<file path="src/rtl/hazard_unit.sv">
// hazard_unit -- stall/flush/forward control for the five-stage ARM pipeline.
//
// Combinational hazard detection (forwarding, load-use, PC-writing
// instructions, taken branches), a two-state FSM that freezes F/D/E while
// a multi-cycle long op sits in Execute, and two saturating event counters.
//
// Ports
//   clk, reset                 : rising-edge clock, async active-low reset
//   RA1D/RA2D, RA1E/RA2E       : source registers in Decode / Execute
//   WA3E/WA3M/WA3W, RegWrite*  : destination registers and write enables
//   MemToRegE                  : load in Execute
//   PCSrcD/E/M/W, BranchTakenE : PC-writing instructions, taken branch
//   LongE                      : long (multi-cycle) op in Execute
//   CntClear                   : synchronous clear of both counters
//   ForwardAE/BE               : 00 regfile, 01 ResultW, 10 ALUOutM
//   StallF/D/E, FlushD/E       : pipeline register controls
//   LongBusy                   : long-op freeze active
//   StallCount, FlushCount     : saturating event counters

// Per-operand forwarding select; Memory wins over Writeback.
module hazardFwdSel (
  input  logic [3:0] raE,
  input  logic [3:0] wa3M,
  input  logic [3:0] wa3W,
  input  logic       regWriteM,
  input  logic       regWriteW,
  output logic [1:0] fwd
);
  always_comb begin
    fwd = 2'b00;
    if (regWriteM && raE == wa3M)      fwd = 2'b10;
    else if (regWriteW && raE == wa3W) fwd = 2'b01;
  end
endmodule

module hazard_unit #(
  parameter int LONG_CYCLES = 4,
  parameter int CNT_W       = 16
) (
  input  logic             clk,
  input  logic             reset,
  input  logic [3:0]       RA1D,
  input  logic [3:0]       RA2D,
  input  logic [3:0]       RA1E,
  input  logic [3:0]       RA2E,
  input  logic [3:0]       WA3E,
  input  logic [3:0]       WA3M,
  input  logic [3:0]       WA3W,
  input  logic             RegWriteE,
  input  logic             RegWriteM,
  input  logic             RegWriteW,
  input  logic             MemToRegE,
  input  logic             PCSrcD,
  input  logic             PCSrcE,
  input  logic             PCSrcM,
  input  logic             PCSrcW,
  input  logic             BranchTakenE,
  input  logic             LongE,
  input  logic             CntClear,
  output logic [1:0]       ForwardAE,
  output logic [1:0]       ForwardBE,
  output logic             StallF,
  output logic             StallD,
  output logic             StallE,
  output logic             FlushD,
  output logic             FlushE,
  output logic             LongBusy,
  output logic [CNT_W-1:0] StallCount,
  output logic [CNT_W-1:0] FlushCount
);
  localparam int CW = $clog2(LONG_CYCLES);
  localparam logic [CNT_W-1:0] CNT_MAX = '1;

  // ---------------- forwarding, one select per source operand
  logic [1:0][3:0] raE;
  logic [1:0][1:0] fwdE;
  assign raE = {RA2E, RA1E};

  for (genvar i = 0; i < 2; i++) begin : gFwd
    hazardFwdSel uFwd (
      .raE       (raE[i]),
      .wa3M      (WA3M),
      .wa3W      (WA3W),
      .regWriteM (RegWriteM),
      .regWriteW (RegWriteW),
      .fwd       (fwdE[i])
    );
  end
  assign ForwardAE = fwdE[0];
  assign ForwardBE = fwdE[1];

  // ---------------- load-use and PC hazards
  logic ldrStall, pcPending;
  assign ldrStall  = MemToRegE & RegWriteE & ((RA1D == WA3E) | (RA2D == WA3E));
  assign pcPending = PCSrcD | PCSrcE | PCSrcM;

  // ---------------- long-op FSM
  // The entry cycle already stalls, so cnt is loaded with N-2 to give
  // N-1 stall cycles followed by the cycle in which the op advances.
  typedef enum logic {IDLE, LONG} longState_t;
  longState_t      state, stateNext;
  logic [CW-1:0]   cnt, cntNext;
  logic            longStallRaw, longStall;

  always_ff @(posedge clk or negedge reset) begin
    if (!reset) begin
      state <= IDLE;
      cnt   <= '0;
    end else begin
      state <= stateNext;
      cnt   <= cntNext;
    end
  end

  always_comb begin
    stateNext    = state;
    cntNext      = cnt;
    longStallRaw = 1'b0;
    case (state)
      IDLE: if (LongE) begin
        longStallRaw = 1'b1;
        stateNext    = LONG;
        cntNext      = CW'(LONG_CYCLES - 2);
      end
      LONG: if (cnt != '0) begin
        longStallRaw = 1'b1;
        cntNext      = cnt - CW'(1);
      end else begin
        stateNext    = IDLE;
      end
    endcase
  end

  // Gate with reset so the freeze drops the moment reset asserts, even if
  // LongE is still high from the interrupted op.
  assign longStall = reset & longStallRaw;
  assign LongBusy  = longStall;

  // ---------------- stall / flush; the long freeze protects its victims
  assign StallF = ldrStall | pcPending | longStall;
  assign StallD = ldrStall | longStall;
  assign StallE = longStall;
  assign FlushD = ~longStall & (pcPending | PCSrcW | BranchTakenE);
  assign FlushE = ~longStall & (ldrStall | BranchTakenE);

  // ---------------- saturating event counters, clear has priority
  always_ff @(posedge clk or negedge reset) begin
    if (!reset) begin
      StallCount <= '0;
      FlushCount <= '0;
    end else if (CntClear) begin
      StallCount <= '0;
      FlushCount <= '0;
    end else begin
      if (StallF && StallCount != CNT_MAX)
        StallCount <= StallCount + CNT_W'(1);
      if ((FlushD || FlushE) && FlushCount != CNT_MAX)
        FlushCount <= FlushCount + CNT_W'(1);
    end
  end
endmodule

</file>
<file path="config.mk">
export PLATFORM = sky130hd
export DESIGN_NAME = hazard_unit
export DESIGN_NICKNAME = d
export VERILOG_FILES = /design/src/rtl/hazard_unit.sv
export SDC_FILE = /design/constraint.sdc
export NUM_CORES = 1
export LEC_CHECK = 0
export BUFFER_PORTS_ARGS = -buffer_cell sky130_fd_sc_hd__buf_2
export CAP_MARGIN = 20
export CORE_MARGIN = 2
export CORE_UTILIZATION = 52
export CTS_BUF_LIST = sky130_fd_sc_hd__clkbuf_4 sky130_fd_sc_hd__clkbuf_8
export DETAILED_ROUTE_END_ITERATION = 7
export PLACE_DENSITY = 0.82
export RECOVER_POWER = 25
export SLEW_MARGIN = 10
export SYNTH_ARGS = -nofsm -noshare
export SYNTH_HDL_FRONTEND = slang
export SYNTH_SLANG_ARGS = --single-unit
</file>
<file path="constraint.sdc">
create_clock -name clk -period 2.52 [get_ports clk]
set_input_delay 0.126 -clock clk [delete_from_list [all_inputs] [get_ports clk]]
set_output_delay 0.126 -clock clk [all_outputs]
set_load 0.01 [all_outputs]
</file>
==> run_results.csv, run 1 <==
group,metric,value,unit
synthesis,ys.flop_type,"dfrtp_1",
finish,syn_to_final_growth,24.3,%
power_and_ir_drop,p_leak,0.00143,µW
critical_path,crit_fanout,11,
power_and_ir_drop,power,1730,µW
sta,grt_setup_unrepaired,"no",
place,place.gp.congestion,0.915,
sta,setup_violations,0,
synthesis,syn_inst,255,
clock_tree,h-tree-depth,2,
critical_path,cp.arrival,2490,ps
floorplan,die_w,72.2,µm
sta,fin_setup_tns,0,ps
critical_path,start_kind,"flop",
drt,totalWireLength,5.48,mm
floorplan,io_pins,83,
synthesis,netlist_area,2420,µm²
power_and_ir_drop,power_density,576,nW/µm²
global_route,grt_pass1_wl,9.17,mm
clock_tree,clk_latency,290,ps
floorplan,start_util,54.7,%
sta,slew_viol_final,0,
critical_path,startpoint,"cnt[0]$_DFFE_PN0P_",
clock_tree,cts_root_buf,"clkbuf_8",
clock_tree,cts_buffers,5,
synthesis,seq_area_frac_synth,36.3,%
min_path,holdCritStartpoint,"LongE",
power_and_ir_drop,net-switching-power,522,µW
sta,tightest_slew,858,ps
synthesis,yosys_warnings,0,
power_and_ir_drop,ir_worst_vdd,0.672,mV
drt,vias,2141,
sta,hold_viol_final,0,
place,dp_hpwl,4.20,mm
synthesis,synth-edff-count,0,
clock_tree,cts_tree,"yes",
clock_tree,cts_sinks,35,
finish,final_nets,382,
power_and_ir_drop,pwr-share-clk,35.3,%
finish,drive_above_1_share,34.2,%
critical_path,endpoint_kind,"flop",
synthesis,synth_nets,299,
global_route,grt_usage,22.1,%
min_path,hold_path.class,"input port to flop",
finish,final_common_cell,"buf_2",
drt,viasPerCell,5.48,
drt,drc,0,
floorplan,rows,24,
clock_tree,cts_buffer_depth,2,
drt,dr.pass1.iters,4,
sta,fin_skew,11.1,ps
power_and_ir_drop,switching_share,30.2,%
global_route,grt_pass1_vias,2038,
synthesis,yosysTopAreaCellShare,36.3,%
sta,fin_crit_sh,91.8,%
job,cap_viol_max_count,0,
floorplan,die_area,5210,µm²
global_route,grt_antenna_before_repair,0,
power_and_ir_drop,comb_power_share,26.7,%
critical_path,crit-reg2reg-launch,"cnt[0]$_DFFE_PN0P_",
synthesis,async_flop_share,100,%
drt,drtIter0Drc,127,
floorplan,core,4410,µm²
run_status,status,"finished, final reports clean",
place,port_buffers,82,
global_route,grt_overflow_total,0,
synthesis,yosys-top-cells-area,"dfrtp_1 36%, xnor2_1 7.3%, xor2_1 6.5%, nor2_1 5.3%, nand3_1 2.9%",
power_and_ir_drop,p_int,1210,µW
synthesis,synth_cell_types,48,
synthesis,synth-seq-cells,35,
synthesis,synth_area_per_cell,9.47,µm²
critical_path,crit_type,"flop to flop",
finish,final_util,68.1,%
finish,antennaDiodeCount,0,
sta,fin_crit,2310,ps
global_route,grt_max_degree,41,
critical_path,worstPathRequired,2700,ps
sta,slew_headroom,42.8,%
drt,drtAntennaViolNets,0,
power_and_ir_drop,seq_power_share,38.0,%
drt,avgRoutedWirePerCell,14.0,µm
sta,fmax,432,MHz
floorplan,die_height,72.2,µm
sta,hold_slack,65.5,ps
synthesis,synth_top_area_cell,"dfrtp_1",
clock_tree,path_clk_slew,80,ps
finish,layout_common_cells,"81 x buf_2, 35 x dfrtp_1, 34 x nor2_1",
## kinds of logic after synthesis
kind of cell    Yosys count  synth area share [%]
mux                       8                  3.62
simple gates            104                  23.4
xor+xnor                 38                  13.8
buf+inv                  23                  4.30
compound gates           44                  17.1
flops                    35                  36.3
fa+ha+maj                 3                  1.55
## flip-flops by register name, indices dropped and copies added (netlist names)
name and flops:
FlushCount 16, state 1, StallCount 16, cnt 2
## per-layer routing
metal | part of all wire (%) | GRT usage (%) | up-vias | wire length [µm]
li1 | - | - | 1064 | -
met1 | 45 | 29.1 | 1009 | 2470
met2 | 48 | 36.8 | 59 | 2640
met3 | 5.5 | 4.58 | 9 | 299
met4 | 1.4 | 6.50 | 0 | 78
met5 | 0 | 0 | - | 0
## power groups by stage
stage / clock network (µW) / logic (µW) / registers [µW]
3_5_place_dp: 0 / 458 / 667
3_3_place_gp: 0 / 447 / 662
4_1_cts: 621 / 462 / 656
2_1_floorplan: 0 / 316 / 669
5_1_grt: 645 / 517 / 665
6_report: 611 / 462 / 657
## what timing repair did
item	4_1_cts	5_1_grt
resized for setup	0	1
hold endpoints to repair	35	0
endpoints found under the setup margin	0	1
hold buffers	1	0
setup buffers	0	0
## worst paths after layout
path                                               to  slack (ps)  cells after the start
max                         FlushCount[4]$_DFFE_PN0P_         210                      9
min                                cnt[0]$_DFFE_PN0P_          70                      2
max reg2reg                 FlushCount[4]$_DFFE_PN0P_         210                      9
min reg2reg                StallCount[11]$_DFFE_PN0P_         570                      2
max in group asynchronous   FlushCount[9]$_DFFE_PN0P_        1280                      3
min in group asynchronous   StallCount[4]$_DFFE_PN0P_         690                      3
## through the flow
stage | cells | instance area, µm² | setup WS [ps]
floorplan | 255 | 2420 | 275
global placement | 382 | 2860 | 211
detailed placement | 382 | 2860 | 81.9
CTS | 391 | 3010 | 92.5
global route | 391 | 3000 | 51.5
finish | 391 | 3000 | 207
## critical path, cell delays in order (launching register included)
cell and delay (ps):
dfrtp_1 390, inv_1 90, ha_1 250, nand2_1 90, nand3b_2 130, inv_2 80, or2_4 340, a211oi_4 300
and3_1 210, mux2_1 320
## cells in the mapped netlist (all sizes together), types with 3 or more instances
cell type / n
dfrtp: 35
nor2: 35
xnor2: 20
xor2: 18
a21oi: 15
nand3: 14
inv: 13
nand2: 13
a211oi: 10
and3: 7
mux2: 6
nand4: 6
nor2b: 6
a2111oi: 5
buf: 5
clkbuf: 5
nor3: 5
a31o: 4
nor4: 4
a21bo: 3
and4: 3
ha: 3
nand3b: 3
## final cells by class
cell class                      count  area [µm²]
Multi-Input combinational cell    197        1440
Sequential cell                    35         876
Tap cell                           52        65.1
Inverter                           13        48.8
Fill cell                         359        1410
Timing Repair Buffer               86         439
Clock buffer                        6        76.3
Clock inverter                      2        60.1
(Power assumes the default switching activity.)
==> run 2: changes to the inputs <==
--- a/config.mk
+++ b/config.mk
@@ -8,10 +8,10 @@
 export BUFFER_PORTS_ARGS = -buffer_cell sky130_fd_sc_hd__buf_2
 export CAP_MARGIN = 20
 export CORE_MARGIN = 2
-export CORE_UTILIZATION = 52
+export CORE_UTILIZATION = 50
 export CTS_BUF_LIST = sky130_fd_sc_hd__clkbuf_4 sky130_fd_sc_hd__clkbuf_8
 export DETAILED_ROUTE_END_ITERATION = 7
-export PLACE_DENSITY = 0.82
+export PLACE_DENSITY = 0.8
 export RECOVER_POWER = 25
 export SLEW_MARGIN = 10
 export SYNTH_ARGS = -nofsm -noshare
==> constraint.sdc (replaced) <==
create_clock -name clk -period 2.52 [get_ports clk]
set_input_delay 0.126 -clock clk [delete_from_list [all_inputs] [get_ports clk]]
set_output_delay 0.126 -clock clk [all_outputs]
set_load 0.02 [all_outputs]
==> run 2 against run 1 <==
Maximum frequency grew 1.5%. Core utilization decreased by 4.7 points. Clock-buffer cell count unchanged. Sequential share of layout area rose by 0.29 points. Clock skew fell by 0.96 ps. Hold slack got worse by 12 ps. Via count increased by 1.8%. Critical path depth did not move. Final area decreased by 1.0%. Final cell count up 1.0%. Non-clock buffer count is 2 higher. Global-route usage increased by 0.75 points. Critical path type unchanged. Largest cell class unchanged. Largest power group unchanged.
==> run_results.csv, run 2 (same netlist as run 1, synthesis figures left out) <==
group,metric,value,unit
place,place.gp.congestion,0.899,
floorplan,io_pins,83,
critical_path,r2r-end,"FlushCount[4]$_DFFE_PN0P_",
floorplan,die_w,73.5,µm
global_route,grt_overflow_total,0,
critical_path,crit_fanout,11,
sta,fin_skew,10.2,ps
drt,drtIter0Drc,159,
floorplan,start_util,51.5,%
drt,avgRoutedWirePerCell,14.2,µm
critical_path,cp_slowest_cell,"dfrtp_1",
critical_path,worstPathRequired,2700,ps
critical_path,worstSetupEndpoint,"FlushCount[4]$_DFFE_PN0P_",
critical_path,endpoint_kind,"flop",
power_and_ir_drop,p_leak,0.00142,µW
finish,fillers,391,
power_and_ir_drop,p_int,1010,µW
drt,viasPerCell,5.52,
clock_tree,cts_setup_buffers,0,
drt,drtAntennaViolNets,0,
finish,final_common_cell,"buf_2",
floorplan,rows,25,
global_route,grt_antenna_before_repair,0,
sta,fin_crit,2280,ps
drt,vias,2179,
finish,final_nets,384,
critical_path,cp.arrival,2460,ps
clock_tree,clk_latency,300,ps
power_and_ir_drop,pwr-share-clk,26.5,%
critical_path,start_kind,"flop",
finish,layout_common_cells,"81 x buf_2, 35 x dfrtp_1, 34 x nor2_1",
power_and_ir_drop,seq_power_share,41.8,%
drt,dr.pass1.iters,6,
finish,antennaDiodeCount,0,
critical_path,crit-reg2reg-launch,"cnt[0]$_DFFE_PN0P_",
clock_tree,cts_buffer_depth,2,
sta,hold_viol_final,0,
floorplan,die_height,73.5,µm
min_path,hold_path.class,"input port to flop",
critical_path,crit_type,"flop to flop",
sta,fin_crit_sh,90.4,%
drt,totalWireLength,5.59,mm
finish,drive_above_1_share,34.6,%
power_and_ir_drop,comb_power_share,31.7,%
floorplan,die_area,5400,µm²
critical_path,startpoint,"cnt[0]$_DFFE_PN0P_",
finish,final_cell_area,2970,µm²
sta,fin_setup_tns,0,ps
power_and_ir_drop,net-switching-power,564,µW
critical_path,r2r_slack,240,ps
power_and_ir_drop,switching_share,35.9,%
critical_path,cp_slowest_stage_delay,390,ps
clock_tree,cts_buffers,5,
clock_tree,cts_tree,"yes",
drt,drc,0,
sta,slew_headroom,41.8,%
global_route,grt_usage,22.8,%
finish,top_regs,"FlushCount: 16 flops, StallCount: 16 flops, cnt: 2 flops",
global_route,grt_pass1_wl,9.70,mm
place,dp_hpwl,4.23,mm
place,placed_cell_area,2880,µm²
sta,grt_setup_unrepaired,"no",
global_route,grt_pass1_vias,2177,
sta,slew_viol_final,0,
global_route,grt_max_degree,41,
clock_tree,cts_root_buf,"clkbuf_8",
finish,syn_to_final_growth,23.1,%
clock_tree,cts_sinks,35,
power_and_ir_drop,ir_worst_vdd,0.423,mV
critical_path,reg2regPathDepth,9,
sta,tightest_slew,872,ps
sta,fmax,439,MHz
job,cap_viol_max_count,0,
power_and_ir_drop,power_density,529,nW/µm²
place,port_buffers,82,
run_status,status,"finished, final reports clean",
clock_tree,h-tree-depth,2,
critical_path,cp_cell_sequence,"inv_1 -> ha_1 -> nand2_1 -> nand3b_2 -> inv_2 -> or2_4 -> a211oi_4 -> and3_1 -> mux2_1",
clock_tree,path_clk_slew,70,ps
floorplan,core,4690,µm²
sta,setup_violations,0,
run 2: changes by cell type in the layout (fill, tap and decap cells not counted):
| cell | delta |
|---|---|
| bufinv_16 | -2 |
| clkinv_2 | +1 |
| clkinvlp_4 | +1 |
| buf_4 | +2 |
run 2: worst min-delay path by stage:
stage                      from                         to  slack (ps)  depth (start not counted)
after floorplan           reset  FlushCount[0]$_DFFE_PN0P_        -170                          0
after global placement    reset            state$_DFF_PN0_         220                          2
after detailed placement  reset            state$_DFF_PN0_         230                          2
after CTS                 LongE         cnt[0]$_DFFE_PN0P_          50                          2
after global routing      LongE         cnt[0]$_DFFE_PN0P_          60                          2
final                     LongE         cnt[0]$_DFFE_PN0P_          50                          2
run 2: power by group through the flow:
stage	registers, µW	clock network [µW]	logic (µW)
floorplan	685	0	338
global placement	663	0	485
detailed placement	667	0	497
CTS	657	426	500
global route	666	454	551
finish	657	417	498
run 2: final cells by class:
type | count | area, µm² | area share (%)
Tap cell | 54 | 67.6 | 2.27
Timing Repair Buffer | 88 | 454 | 15.3
Multi-Input combinational cell | 197 | 1440 | 48.4
Clock buffer | 6 | 76.3 | 2.57
Inverter | 13 | 48.8 | 1.64
Clock inverter | 2 | 12.5 | 0.421
Sequential cell | 35 | 876 | 29.4
run 2: metrics by stage:
step | power [µW] | hold WS [ps] | utilization [%] | setup slack, ps | instances
floorplan | 1020 | -170 | - | 217 | 255
global placement | 1150 | 219 | 61.3 | 204 | 386
detailed placement | 1160 | 228 | 61.3 | 137 | 386
CTS | 1580 | 51.1 | 63.4 | 116 | 395
global route | 1670 | 64.8 | 63.4 | 93.0 | 395
finish | 1570 | 53.2 | 63.4 | 242 | 395
run 2: critical path: cells and delay by family (launching register included):
kind                       cells  cell delay (ps)
DFF                            1              390
AOI/OAI and AO/OA              1              300
adders and majority gates      1              240
buffers and inverters          2              160
muxes                          1              310
and+or+nand+nor                4              760
run 2: routing by layer:
layer | vias to the layer above | wire length (µm) | GRT usage (%)
li1 | 1069 | - | -
met1 | 1046 | 2580 | 30.6
met2 | 56 | 2670 | 36.1
met3 | 8 | 283 | 6.58
met4 | 0 | 56 | 6.26
met5 | - | 0 | 0
run 2: what timing repair did:
| item | in CTS | in global routing |
|---|---|---|
| setup endpoints to repair | 0 | 1 |
| resized for setup | 0 | 1 |
| hold buffers | 1 | 0 |
| hold endpoints to repair | 35 | 0 |
==> run 3: changes to the inputs <==
--- a/config.mk
+++ b/config.mk
@@ -8,10 +8,10 @@
 export BUFFER_PORTS_ARGS = -buffer_cell sky130_fd_sc_hd__buf_2
 export CAP_MARGIN = 20
 export CORE_MARGIN = 2
-export CORE_UTILIZATION = 50
+export CORE_UTILIZATION = 47
 export CTS_BUF_LIST = sky130_fd_sc_hd__clkbuf_4 sky130_fd_sc_hd__clkbuf_8
 export DETAILED_ROUTE_END_ITERATION = 7
-export PLACE_DENSITY = 0.8
+export PLACE_DENSITY = 0.79
 export RECOVER_POWER = 25
 export SLEW_MARGIN = 10
 export SYNTH_ARGS = -nofsm -noshare
==> constraint.sdc (replaced) <==
create_clock -name clk -period 1.95 [get_ports clk]
set_input_delay 0.0975 -clock clk [delete_from_list [all_inputs] [get_ports clk]]
set_output_delay 0.0975 -clock clk [all_outputs]
set_load 0.02 [all_outputs]
==> run 3 against run 2 <==
The run now ends with setup timing left. Non-clock buffer count rose by 38. Via count rose by 9.0%. Core utilization rose by 5.8 points. Hold slack got worse by 45 ps. Critical endpoint unchanged. Highest routed layer unchanged.
==> run_results.csv, run 3 (same netlist as run 1, synthesis figures left out) <==
group,metric,value,unit
sta,tightest_slew,889,ps
clock_tree,cts_root_buf,"clkbuf_8",
power_and_ir_drop,power,2440,µW
sta,slew_viol_final,0,
finish,syn_to_final_growth,44.5,%
place,port_buffers,82,
clock_tree,cts_buffers,5,
place,place.gp.congestion,0.856,
global_route,grt_pass1_wl,9.80,mm
drt,wl_met2,3.54,mm
floorplan,die_area,5730,µm²
floorplan,start_util,47.9,%
sta,fin_crit,1970,ps
min_path,hold_path.class,"input port to flop",
sta,hold_viol_final,0,
global_route,grt_usage,22.5,%
min_path,holdPathStages,2,
drt,drtIter0Drc,65,
finish,layout_common_cells,"82 x buf_2, 39 x buf_4, 34 x nor2_1",
power_and_ir_drop,comb_power_share,38.0,%
drt,vias,2375,
drt,totalWireLength,6.54,mm
finish,antennaDiodeCount,0,
drt,viasPerCell,5.28,
global_route,grt_overflow_total,0,
power_and_ir_drop,net-switching-power,832,µW
floorplan,core,5040,µm²
finish,final_util,69.2,%
critical_path,start_kind,"flop",
global_route,grt_antenna_before_repair,0,
drt,wl_met1,2.61,mm
critical_path,crit_fanout,6,
drt,dr.pass1.iters,4,
place,dp_hpwl,4.79,mm
clock_tree,path_clk_slew,70,ps
drt,topRoutingLayerUsed,"met4",
finish,top_regs,"FlushCount: 16 flops, StallCount: 16 flops, cnt: 2 flops",
critical_path,cp.arrival,2150,ps
critical_path,crit_type,"flop to flop",
finish,multiInputGateArea,1590,µm²
finish,drive_above_1_share,47.1,%
drt,drtAntennaViolNets,0,
finish,final_nets,423,
power_and_ir_drop,seq_power_share,33.9,%
clock_tree,clk_latency,300,ps
clock_tree,cts_sinks,35,
drt,wl_met3,285,µm
critical_path,endpoint_kind,"flop",
critical_path,worstPathRequired,2130,ps
floorplan,die_height,75.7,µm
floorplan,io_pins,83,
power_and_ir_drop,switching_share,34.0,%
critical_path,reg2regPathDepth,9,
job,cap_viol_max_count,0,
drt,avgRoutedWirePerCell,14.5,µm
run_status,violations,"setup timing",
sta,grt_setup_unrepaired,"yes",
clock_tree,h-tree-depth,2,
clock_tree,cts_buffer_depth,2,
sta,slew_headroom,40.7,%
global_route,grt_max_degree,36,
floorplan,die_w,75.7,µm
sta,fin_skew,9.70,ps
run_status,status,"complete, but fails checks",
sta,fmax,508,MHz
sta,finalWorstSetupSlack,-17.7,ps
power_and_ir_drop,power_density,700,nW/µm²
power_and_ir_drop,p_leak,0.00163,µW
global_route,grt_pass1_vias,2273,
sta,setup_violations,2,
clock_tree,cts_tree,"yes",
power_and_ir_drop,pwr-share-clk,28.1,%
finish,fillers,394,
finish,final-seq-area,882,µm²
drt,drc,0,
power_and_ir_drop,ir_worst_vdd,0.632,mV
sta,fin_crit_sh,101,%
finish,final_common_cell,"buf_2",
power_and_ir_drop,p_int,1610,µW
floorplan,rows,26,
## run 3: cell types whose count changed in the layout (fill, tap and decap cells not counted), moves of 3 or more
cell / previous run / this run
a2111oi_4: 1 / 5
dfrtp_2: 0 / 5
inv_1: 12 / 9
dfrtp_1: 35 / 30
buf_4: 4 / 39
and3_4: 0 / 3
and3_1: 7 / 3
a2111oi_2: 4 / 0
## run 3: what timing repair did
| action | 4_1_cts | 5_1_grt |
|---|---|---|
| gates cloned | 1 | 0 |
| hold buffers | 1 | 0 |
| pin swaps | 1 | 5 |
| resized for setup | 0 | 15 |
| hold endpoints to repair | 35 | 0 |
| setup endpoints to repair | 1 | 20 |
| setup buffers | 0 | 1 |
## run 3: metrics by stage
stage	setup TNS, ps	setup WS [ps]	hold slack, ps	area (µm²)	cells
global placement	0	30.1	250	3260	439
finish	-17.9	-17.7	8.50	3490	450
detailed placement	-84.5	-28.1	257	3260	439
global route	-428	-84.3	17.0	3490	450
CTS	-26.9	-25.9	1.21	3390	449
floorplan	-442	-112	-198	2510	255
## run 3: worst paths after layout
kind / startpoint / slack (ps) / to
max: cnt[0]$_DFFE_PN0P_ / -20 / FlushCount[4]$_DFFE_PN0P_
min: LongE / 9 / cnt[0]$_DFFE_PN0P_
max reg2reg: cnt[0]$_DFFE_PN0P_ / -20 / FlushCount[4]$_DFFE_PN0P_
min reg2reg: state$_DFF_PN0_ / 570 / state$_DFF_PN0_
max in group asynchronous: reset / 710 / StallCount[1]$_DFFE_PN0P_
min in group asynchronous: reset / 630 / StallCount[14]$_DFFE_PN0P_
## run 3: power groups by stage
stage / sequential [µW] / clock (µW) / combinational, µW
global route: 833 / 724 / 1010
floorplan: 899 / 0 / 503
detailed placement: 842 / 0 / 872
finish: 828 / 687 / 929
CTS: 828 / 699 / 885
global placement: 838 / 0 / 838
## run 3: layout make-up
class,instances,area share [%]
inverters,13,1.54
flip-flops and latches,35,25.3
clock buffers,6,2.37
well taps,70,2.51
clock inverters,2,1.00
multi-input cells,198,45.5
repair buffers,126,21.8
## run 3: critical path, cell delays in order, from the launching register on
cell and delay [ps]:
dfrtp_1 400, inv_2 80, ha_4 140, nand2_4 50, nand3b_4 120, inv_6 50
or2_4 280, a211oi_4 220, and3_4 210, mux2_4 290
## run 3: per-layer routing
layer / vias to the layer above / global-route usage (%)
met1: 1156 / 24.6
met2: 58 / 41.8
met4: 0 / 7.80
met5: - / 0
met3: 13 / 5.82
li1: 1148 / -
